`config.mk`:
```
export PLATFORM = sky130hd
export DESIGN_NAME = seven_segment_mux_bcd
export DESIGN_NICKNAME = d
export VERILOG_FILES = /design/src/rtl/seven_segment_mux_bcd.sv
export SDC_FILE = /design/constraint.sdc
export NUM_CORES = 1
export LEC_CHECK = 0
export ABC_AREA = 0
export CAP_MARGIN = 20
export CORE_UTILIZATION = 50
export CTS_CLUSTER_DIAMETER = 60
export DETAILED_ROUTE_END_ITERATION = 10
export PLACE_DENSITY = 0.74
export SLEW_MARGIN = 20
export SYNTH_ARGS = -nofsm -noshare
export SYNTH_HDL_FRONTEND = slang
export SYNTH_SLANG_ARGS = --single-unit
```
`constraint.sdc`:
```
create_clock -name clk -period 2.2 [get_ports clk]
set_clock_uncertainty 0.15 [all_clocks]
set_input_delay 0.22 -clock clk [delete_from_list [all_inputs] [get_ports clk]]
set_output_delay 0.22 -clock clk [all_outputs]
set_load 0.02 [all_outputs]
```
`src/rtl/seven_segment_mux_bcd.sv`:
```
// Multiplexed active-low 7-segment driver: captures a binary value, converts it to BCD with a
// one-shift-per-clock double-dabble engine, commits atomically. Option: LEADING_ZERO_BLANK_EN.
module seven_segment_mux_bcd #(
    parameter int unsigned IN_WIDTH     = 32,
    parameter int unsigned DIGITS       = 8,
    parameter int unsigned REFRESH_BITS = 18
) (
    input  logic                clk,
    input  logic                resetn,
    input  logic [IN_WIDTH-1:0] num_in,
    input  logic                load,
    input  logic [DIGITS-1:0]   dp_in,
    output logic                busy,
    output logic                ovf,
    output logic [7:0]          c_out,
    output logic [DIGITS-1:0]   an_out
);
    localparam int unsigned NIB_CALC = (IN_WIDTH * 302 + 999) / 1000 + 1;
    localparam int unsigned NIBS     = (NIB_CALC > DIGITS) ? NIB_CALC : DIGITS;
    localparam int unsigned CNT_W    = $clog2(IN_WIDTH + 1);
    localparam int unsigned IDX_W    = (DIGITS > 1) ? $clog2(DIGITS) : 1;

    localparam logic [1:0] S_IDLE   = 2'd0;
    localparam logic [1:0] S_SHIFT  = 2'd1;
    localparam logic [1:0] S_COMMIT = 2'd2;

    function automatic logic [63:0] pow10(input int unsigned n);
        logic [63:0] r;
        r = 64'd1;
        for (int unsigned i = 0; i < n; i++) r = r * 64'd10;
        return r;
    endfunction

    localparam logic [63:0] OVF_LIMIT = pow10(DIGITS);

    logic [1:0]              state_q, state_d;
    logic [IN_WIDTH-1:0]     shreg_q, shreg_d;
    logic [4*NIBS-1:0]       bcd_q, bcd_d, bcd_adj;
    logic [CNT_W-1:0]        cnt_q, cnt_d;
    logic                    ovf_pend_q, ovf_pend_d;
    logic                    ovf_q, ovf_d;
    logic [4*DIGITS-1:0]     disp_q, disp_d;
    logic [REFRESH_BITS-1:0] refresh_q;
    logic [IDX_W-1:0]        idx_q, idx_d;
    logic [7:0]              c_q, c_d;
    logic [DIGITS-1:0]       an_q, an_d;
    logic [3:0]              nib;
    logic [6:0]              seg;
    logic [DIGITS-1:0]       blank;
`ifdef LEADING_ZERO_BLANK_EN
    logic                    lead;
`endif

    always_comb begin
        bcd_adj = bcd_q;
        for (int unsigned i = 0; i < NIBS; i++)
            if (bcd_q[4*i +: 4] >= 4'd5) bcd_adj[4*i +: 4] = bcd_q[4*i +: 4] + 4'd3;
    end

    always_comb begin
        state_d    = state_q;
        shreg_d    = shreg_q;
        bcd_d      = bcd_q;
        cnt_d      = cnt_q;
        ovf_pend_d = ovf_pend_q;
        ovf_d      = ovf_q;
        disp_d     = disp_q;
        case (state_q)
            S_IDLE: begin
                if (load) begin
                    state_d    = S_SHIFT;
                    shreg_d    = num_in;
                    bcd_d      = '0;
                    cnt_d      = '0;
                    ovf_pend_d = (64'(num_in) >= OVF_LIMIT);
                end
            end
            S_SHIFT: begin
                bcd_d   = {bcd_adj[4*NIBS-2:0], shreg_q[IN_WIDTH-1]};
                shreg_d = shreg_q << 1;
                cnt_d   = cnt_q + CNT_W'(1);
                if (cnt_q == CNT_W'(IN_WIDTH - 1)) state_d = S_COMMIT;
            end
            S_COMMIT: begin
                disp_d  = bcd_q[4*DIGITS-1:0];
                ovf_d   = ovf_pend_q;
                state_d = S_IDLE;
            end
            default: state_d = S_IDLE;
        endcase
    end

    always_comb begin
        idx_d = idx_q;
        if (&refresh_q) idx_d = (idx_q == IDX_W'(DIGITS - 1)) ? '0 : idx_q + IDX_W'(1);
    end

    always_comb begin
        blank = '0;
`ifdef LEADING_ZERO_BLANK_EN
        // Walk down from the top digit; blanking stops at the first nonzero, digit 0 never blanks.
        lead = 1'b1;
        for (int unsigned k = 0; k + 1 < DIGITS; k++) begin
            lead = lead & (disp_q[4*(DIGITS-1-k) +: 4] == 4'd0);
            blank[DIGITS-1-k] = lead;
        end
`endif
        nib = disp_q[4*idx_q +: 4];
        case (nib)
            4'd0:    seg = 7'h40;
            4'd1:    seg = 7'h79;
            4'd2:    seg = 7'h24;
            4'd3:    seg = 7'h30;
            4'd4:    seg = 7'h19;
            4'd5:    seg = 7'h12;
            4'd6:    seg = 7'h02;
            4'd7:    seg = 7'h78;
            4'd8:    seg = 7'h00;
            4'd9:    seg = 7'h10;
            default: seg = 7'h7F;
        endcase
        if (ovf_q)             seg = 7'h3F;
        else if (blank[idx_q]) seg = 7'h7F;
        c_d  = {~dp_in[idx_q], seg};
        an_d = ~(DIGITS'(1) << idx_q);
    end

    always_ff @(posedge clk) begin
        if (!resetn) begin
            state_q    <= S_IDLE;
            shreg_q    <= '0;
            bcd_q      <= '0;
            cnt_q      <= '0;
            ovf_pend_q <= 1'b0;
            ovf_q      <= 1'b0;
            disp_q     <= '0;
            refresh_q  <= '0;
            idx_q      <= '0;
            c_q        <= '1;
            an_q       <= '1;
        end else begin
            state_q    <= state_d;
            shreg_q    <= shreg_d;
            bcd_q      <= bcd_d;
            cnt_q      <= cnt_d;
            ovf_pend_q <= ovf_pend_d;
            ovf_q      <= ovf_d;
            disp_q     <= disp_d;
            refresh_q  <= refresh_q + REFRESH_BITS'(1);
            idx_q      <= idx_d;
            c_q        <= c_d;
            an_q       <= an_d;
        end
    end

    assign busy   = (state_q != S_IDLE);
    assign ovf    = ovf_q;
    assign c_out  = c_q;
    assign an_out = an_q;

endmodule

```
Word level (Yosys, flattened, before mapping). Memories as Yosys holds them, arrays and structs flattened. A register that Yosys moved wholly into a read port is not among the register bits. Cells that the tools add are included.

Bitwise operators: 3. Reduce and logical (&&, ||, !) cells: 8. Add/sub/neg operators: 14. Equal/unequal tests: 6. Multiplexer cells: 28. Shifts and indexed selects: 2. $lt $le $gt $ge: 13.

Operators by type and width (count): $pmux W44 S2 (1); $pmux W32 S2 (1); $ge A4 B3 Y1 const B (11); $mux W44 (1); $add A4 B2 Y4 const B (10); $mux W4 (10); $ge A32 B27 Y1 const B (1); $mux W32 (1); $shiftx A32 B6 Y4 (1); $add A18 B1 Y18 const B (1); $reduce_and A18 Y1 (1); $mux W7 (2); $mux W3 (4); $pmux W6 S2 (1); $not A8 Y8 (1); $shl A1 B3 Y8 const A (1); $add A6 B1 Y6 const B (1); $eq A6 B5 Y1 const B (1); $mux W6 (1); $reduce_and A2 Y1 (3); $lt A3 B4 Y1 const B (1); $mux W2 (2); $ne A2 B2 Y1 const B (2); $pmux W2 S2 (1); 11 further kinds (14).

Memories: 2. Memory bits (read-only): 120. Output and inout port bits: 18. Word-level logic and storage cells: 88. Input bits: 43. Register bits after elaboration: 155.

Memories: (no name shown) (words 16, bits a word 7, read ports 1, clocked after memory_dff 0, write ports 0, RTL line 109) `case (nib)`; (no name shown) (words 8, bits a word 1, read ports 1, clocked after memory_dff 1, write ports 0, RTL line 123) `else if (blank[idx_q]) seg = 7'h7F;`.

Logic depth before layout (Yosys ltp).
Depth after elaboration: 4. Depth in mapped cells: 8. Depth with buffers taken out: 7.

Worst setup path after synthesis. OpenSTA, ideal clock, no wires.

Path type: flip-flop to flip-flop. Start point: register idx_q[0]. End point: register c_q[6] (netlist: c_out[6]). Arrival: 1.964 ns. Setup time: 0.134 ns. Path buffers: 1. Stages on the path, launching flop included: 8. Setup slack: -0.048 ns. Required time: 1.916 ns. Period minus slack after synthesis: 2.248 ns. Path through: dfxtp_1 > buf_6 > mux4_1 > mux2i_4 > inv_1 > ha_1 > nor3_1 > o31ai_2.

Cells in the longest elaborated chain, start to end: 4.

Ends and longest elaborated chain: start: declaration (RTL line 44) `logic [IDX_W-1:0] idx_q, idx_d;`; start signal: assignment (RTL line 150) `idx_q <= idx_d;`; $shiftx A32 B6 Y4 (RTL line 108) `nib = disp_q[4*idx_q +: 4];`; $mem_v2 Z16 W7; $mux W7 (RTL line 123); $mux W7 (RTL line 122) `if (ovf_q) seg = 7'h3F;`; end signal: assignment (RTL line 139) `c_q <= '1;`; end signal: assignment (RTL line 151) `c_q <= c_d;`; end: declaration (RTL line 45) `logic [7:0] c_q, c_d;`.

Every way passes these cells. A chain may end at the register's enable or synchronous reset.

Final worst setup path. Ends and elaborated chain as after synthesis.

==> results_dict.tcl <==
set metrics [dict create \
    port_buffers 60 \
    ys_seq_elements 143 \
    yosysWarnings 0 \
    cts_sinks 143 \
    peakVddDrop_v 0.000557 \
    syn_area_per_cell_um2 8.62 \
    r2r_end "c_out[6]$_SDFF_PN1_" \
    cp_num_buf_inv 0 \
    initial_utilization_pct 51.9 \
    crit_end "c_out[6]$_SDFF_PN1_" \
    htree_num_levels 4 \
    diodes 0 \
    ys_types 47 \
    tns_ns 0 \
    numCtsBuffers 17 \
    critPathKind "flop to flop" \
    rsz0062_at_grt "false" \
    final_common_cell "dfxtp_1" \
    nFillCells 1094 \
    ios 61 \
    clkLatencyLatePin_ns 0.42 \
    reg2regPathDepth 5 \
    multi_input_area_mm2 0.00345 \
    dr.pass1.iters 6 \
    worstSetupEndpointType "flop" \
    leakage_nw 2.88 \
    wl_per_cell_um 14.6 \
    via_count 5612 \
    r2r_start "idx_q[0]$_SDFFE_PN0P_" \
    num-nets-final 893 \
    fin_util_pct 62.6 \
    regArea_mm2 0.00287 \
    met1Wirelength_mm 6.48 \
    clk_path_buf_depth 2 \
    hold_viol 0 \
    fin_crit_ns 2.09 \
    synth_edf_count 0 \
    globalplace.congestion 0.890 \
    worstSetupStartpointType "flop" \
    critical-path-slowest-cell "mux4_1" \
    syn_to_final_growth_pct 20.8 \
    drive_gt1_share_pct 9.36 \
    top_layer_used "met4" \
    crit_path_cell_trace "mux4_1 > mux2_2 > or2_1 > a21oi_1 > o31ai_2" \
    seq_area_frac_synth_pct 43.4 \
    synth_area_mm2 0.00660 \
    die_h_um 117 \
    tightest_slew_ns 0.569 \
    grt_overflow 0 \
    grt_pass1_vias 5516 \
    postRouteAntennaNets 0 \
    reg2reg_slack_ns 0.11 \
    hold_path_class "primary input to flop" \
    drt-initial-drc-count 469 \
    crit_path_max_fanout 8 \
    die_area_mm2 0.0137 \
    antenna_found_initial 0 \
    grtUsageTotal_pct 22.9 \
    power.density_mw_per_mm2 734 \
    grt_pass1_wl_mm 24.6 \
    dp.final_hpwl_mm 9.85 \
    maxSlewHeadroom_pct 62.0 \
    fin_crit_sh_pct 95.0 \
    status "finished clean" \
    critPathMaxStageDelay_ns 0.57 \
    critPathRequiredTime_ns 2.34 \
    die_w_um 117 \
    path_depth 5 \
    core_mm2 0.0127 \
    drv_cap 0 \
    async_flop_share_pct 0 \
    ys.flop_type "dfxtp_1" \
    arrival_ns 2.23 \
    clock-root-buffer "clkbuf_16" \
    syn_inst 766 \
    crit_path_start "idx_q[0]$_SDFFE_PN0P_" \
    drc 0 \
    critPathTopFamily "multiplexers" \
    met2_length_mm 7.31 \
    num_rows 41 \
    setup_viol_count_final 0 \
    syn-num-nets 839 \
    dr_wl_met3_um 678 \
    layout_common_cells "dfxtp_1 (142), nand2_1 (96), nor2_1 (90), clkdlybuf4s50_1 (59), a21oi_1 (54)" \
    slew_viol_final 0 \
    routed_via_density 5.58 \
    cts_tree "yes" \
    path_clk_slew_ns 0.06 \
    grt_max_degree 89 \
    hp-start "resetn" \
    max_clock_freq_mhz 479 \
    wl_mm 14.7 \
]
## state kept, by name, indices dropped and copies added, names as in the netlist, 2 cells and up
register	flops
an_out	8
bcd_q	32
c_out	8
cnt_q	6
disp_q	32
idx_q	3
refresh_q	18
shreg_q	32
state_q	2
## cells in the mapped netlist (all sizes together), types with 2 or more instances
library cell  count  area, um2
or3               7       43.8
inv              25       93.8
nand2b           12       75.1
and4              2       17.5
nor3             24        125
xor2             13        114
clkbuf           40        150
nand4             4       25.0
nor2b             4       25.0
mux2i             4       52.6
ha               30        375
o21a              5       37.5
nand4b            3       26.3
o31ai             3       27.5
nand2            96        360
xnor2            15        131
o221ai           31        272
clkinv            2       7.51
and2             15       93.8
nand3            42        210
dfxtp           143       2860
mux2              9        105
or2               2       12.5
mux4             10        255
a21oi            54        270
nor2             92        348
nor4              2       12.5
a21boi           23        173
buf               7       42.5
o21ai            40        200
## logic make-up (layout without fill, tap and decap cells)
kind of cell | Yosys count | after routing | share of synthesized area, %
DFF | 143 | 143 | 43.4
AOI/OAI and AO/OA | 160 | 160 | 15.3
adders and majority gates | 30 | 30 | 5.69
muxes | 23 | 23 | 6.26
and+or+nand+nor | 308 | 308 | 21.2
buffers and inverters | 74 | 141 | 4.45
xor gates and xnor gates | 28 | 28 | 3.72
## layer usage
metal	track usage (%)	up-vias
met3	5.41	23
met2	40.9	168
met4	7.85	0
met1	26.9	2657
met5	0	-
li1	-	2764
## tightest hold or removal path, delay by kind of cell
family	cells	cell delay [ns]
buf+inv	2	0.33
simple gates	1	0.09
## cell type report
cell class | instances | area share [%]
multi-input cells | 549 | 43.3
well taps | 172 | 2.70
flip-flops and latches | 143 | 36.0
inverters | 27 | 1.27
clock inverters | 10 | 1.10
clock buffers | 22 | 5.95
repair buffers | 82 | 9.70
## power breakdown
part / internal (mW) / total (mW) / switching (mW)
clock: 1.64 / 2.70 / 1.06
sequential: 2.67 / 2.72 / 0.0458
combinational: 0.191 / 0.438 / 0.247
total: 4.50 / 5.85 / 1.35
## worst min-delay path by stage
stage	end	slack (ns)	cells past startpoint
CTS	c_out[7]$_SDFF_PN1_	0.13	3
global placement	shreg_q[17]$_SDFFE_PN0P_	0.30	2
finish	c_out[7]$_SDFF_PN1_	0.10	3
detailed placement	disp_q[7]$_SDFFE_PN0N_	0.30	2
floorplan	shreg_q[0]$_SDFFE_PN0P_	0.21	2
global route	c_out[7]$_SDFF_PN1_	0.13	3
## stage by stage
step	hold slack (ns)	std cells	setup slack (ns)	power [mW]	area, um2
after floorplan	0.206	766	0.0132	3.01	6610
after global placement	0.300	973	0.130	3.19	7410
after detailed placement	0.298	973	0.0552	3.21	7410
after CTS	0.125	1005	0.0731	5.88	7970
after global routing	0.125	1005	0.0443	6.05	7970
final	0.103	1005	0.110	5.85	7970
## what timing repair did
item	in CTS	in global routing
hold buffers	0	0
setup buffers	0	0
setup endpoints to repair	0	5
resized for setup	0	5
Note: power is estimated with default switching activity, not from simulation.
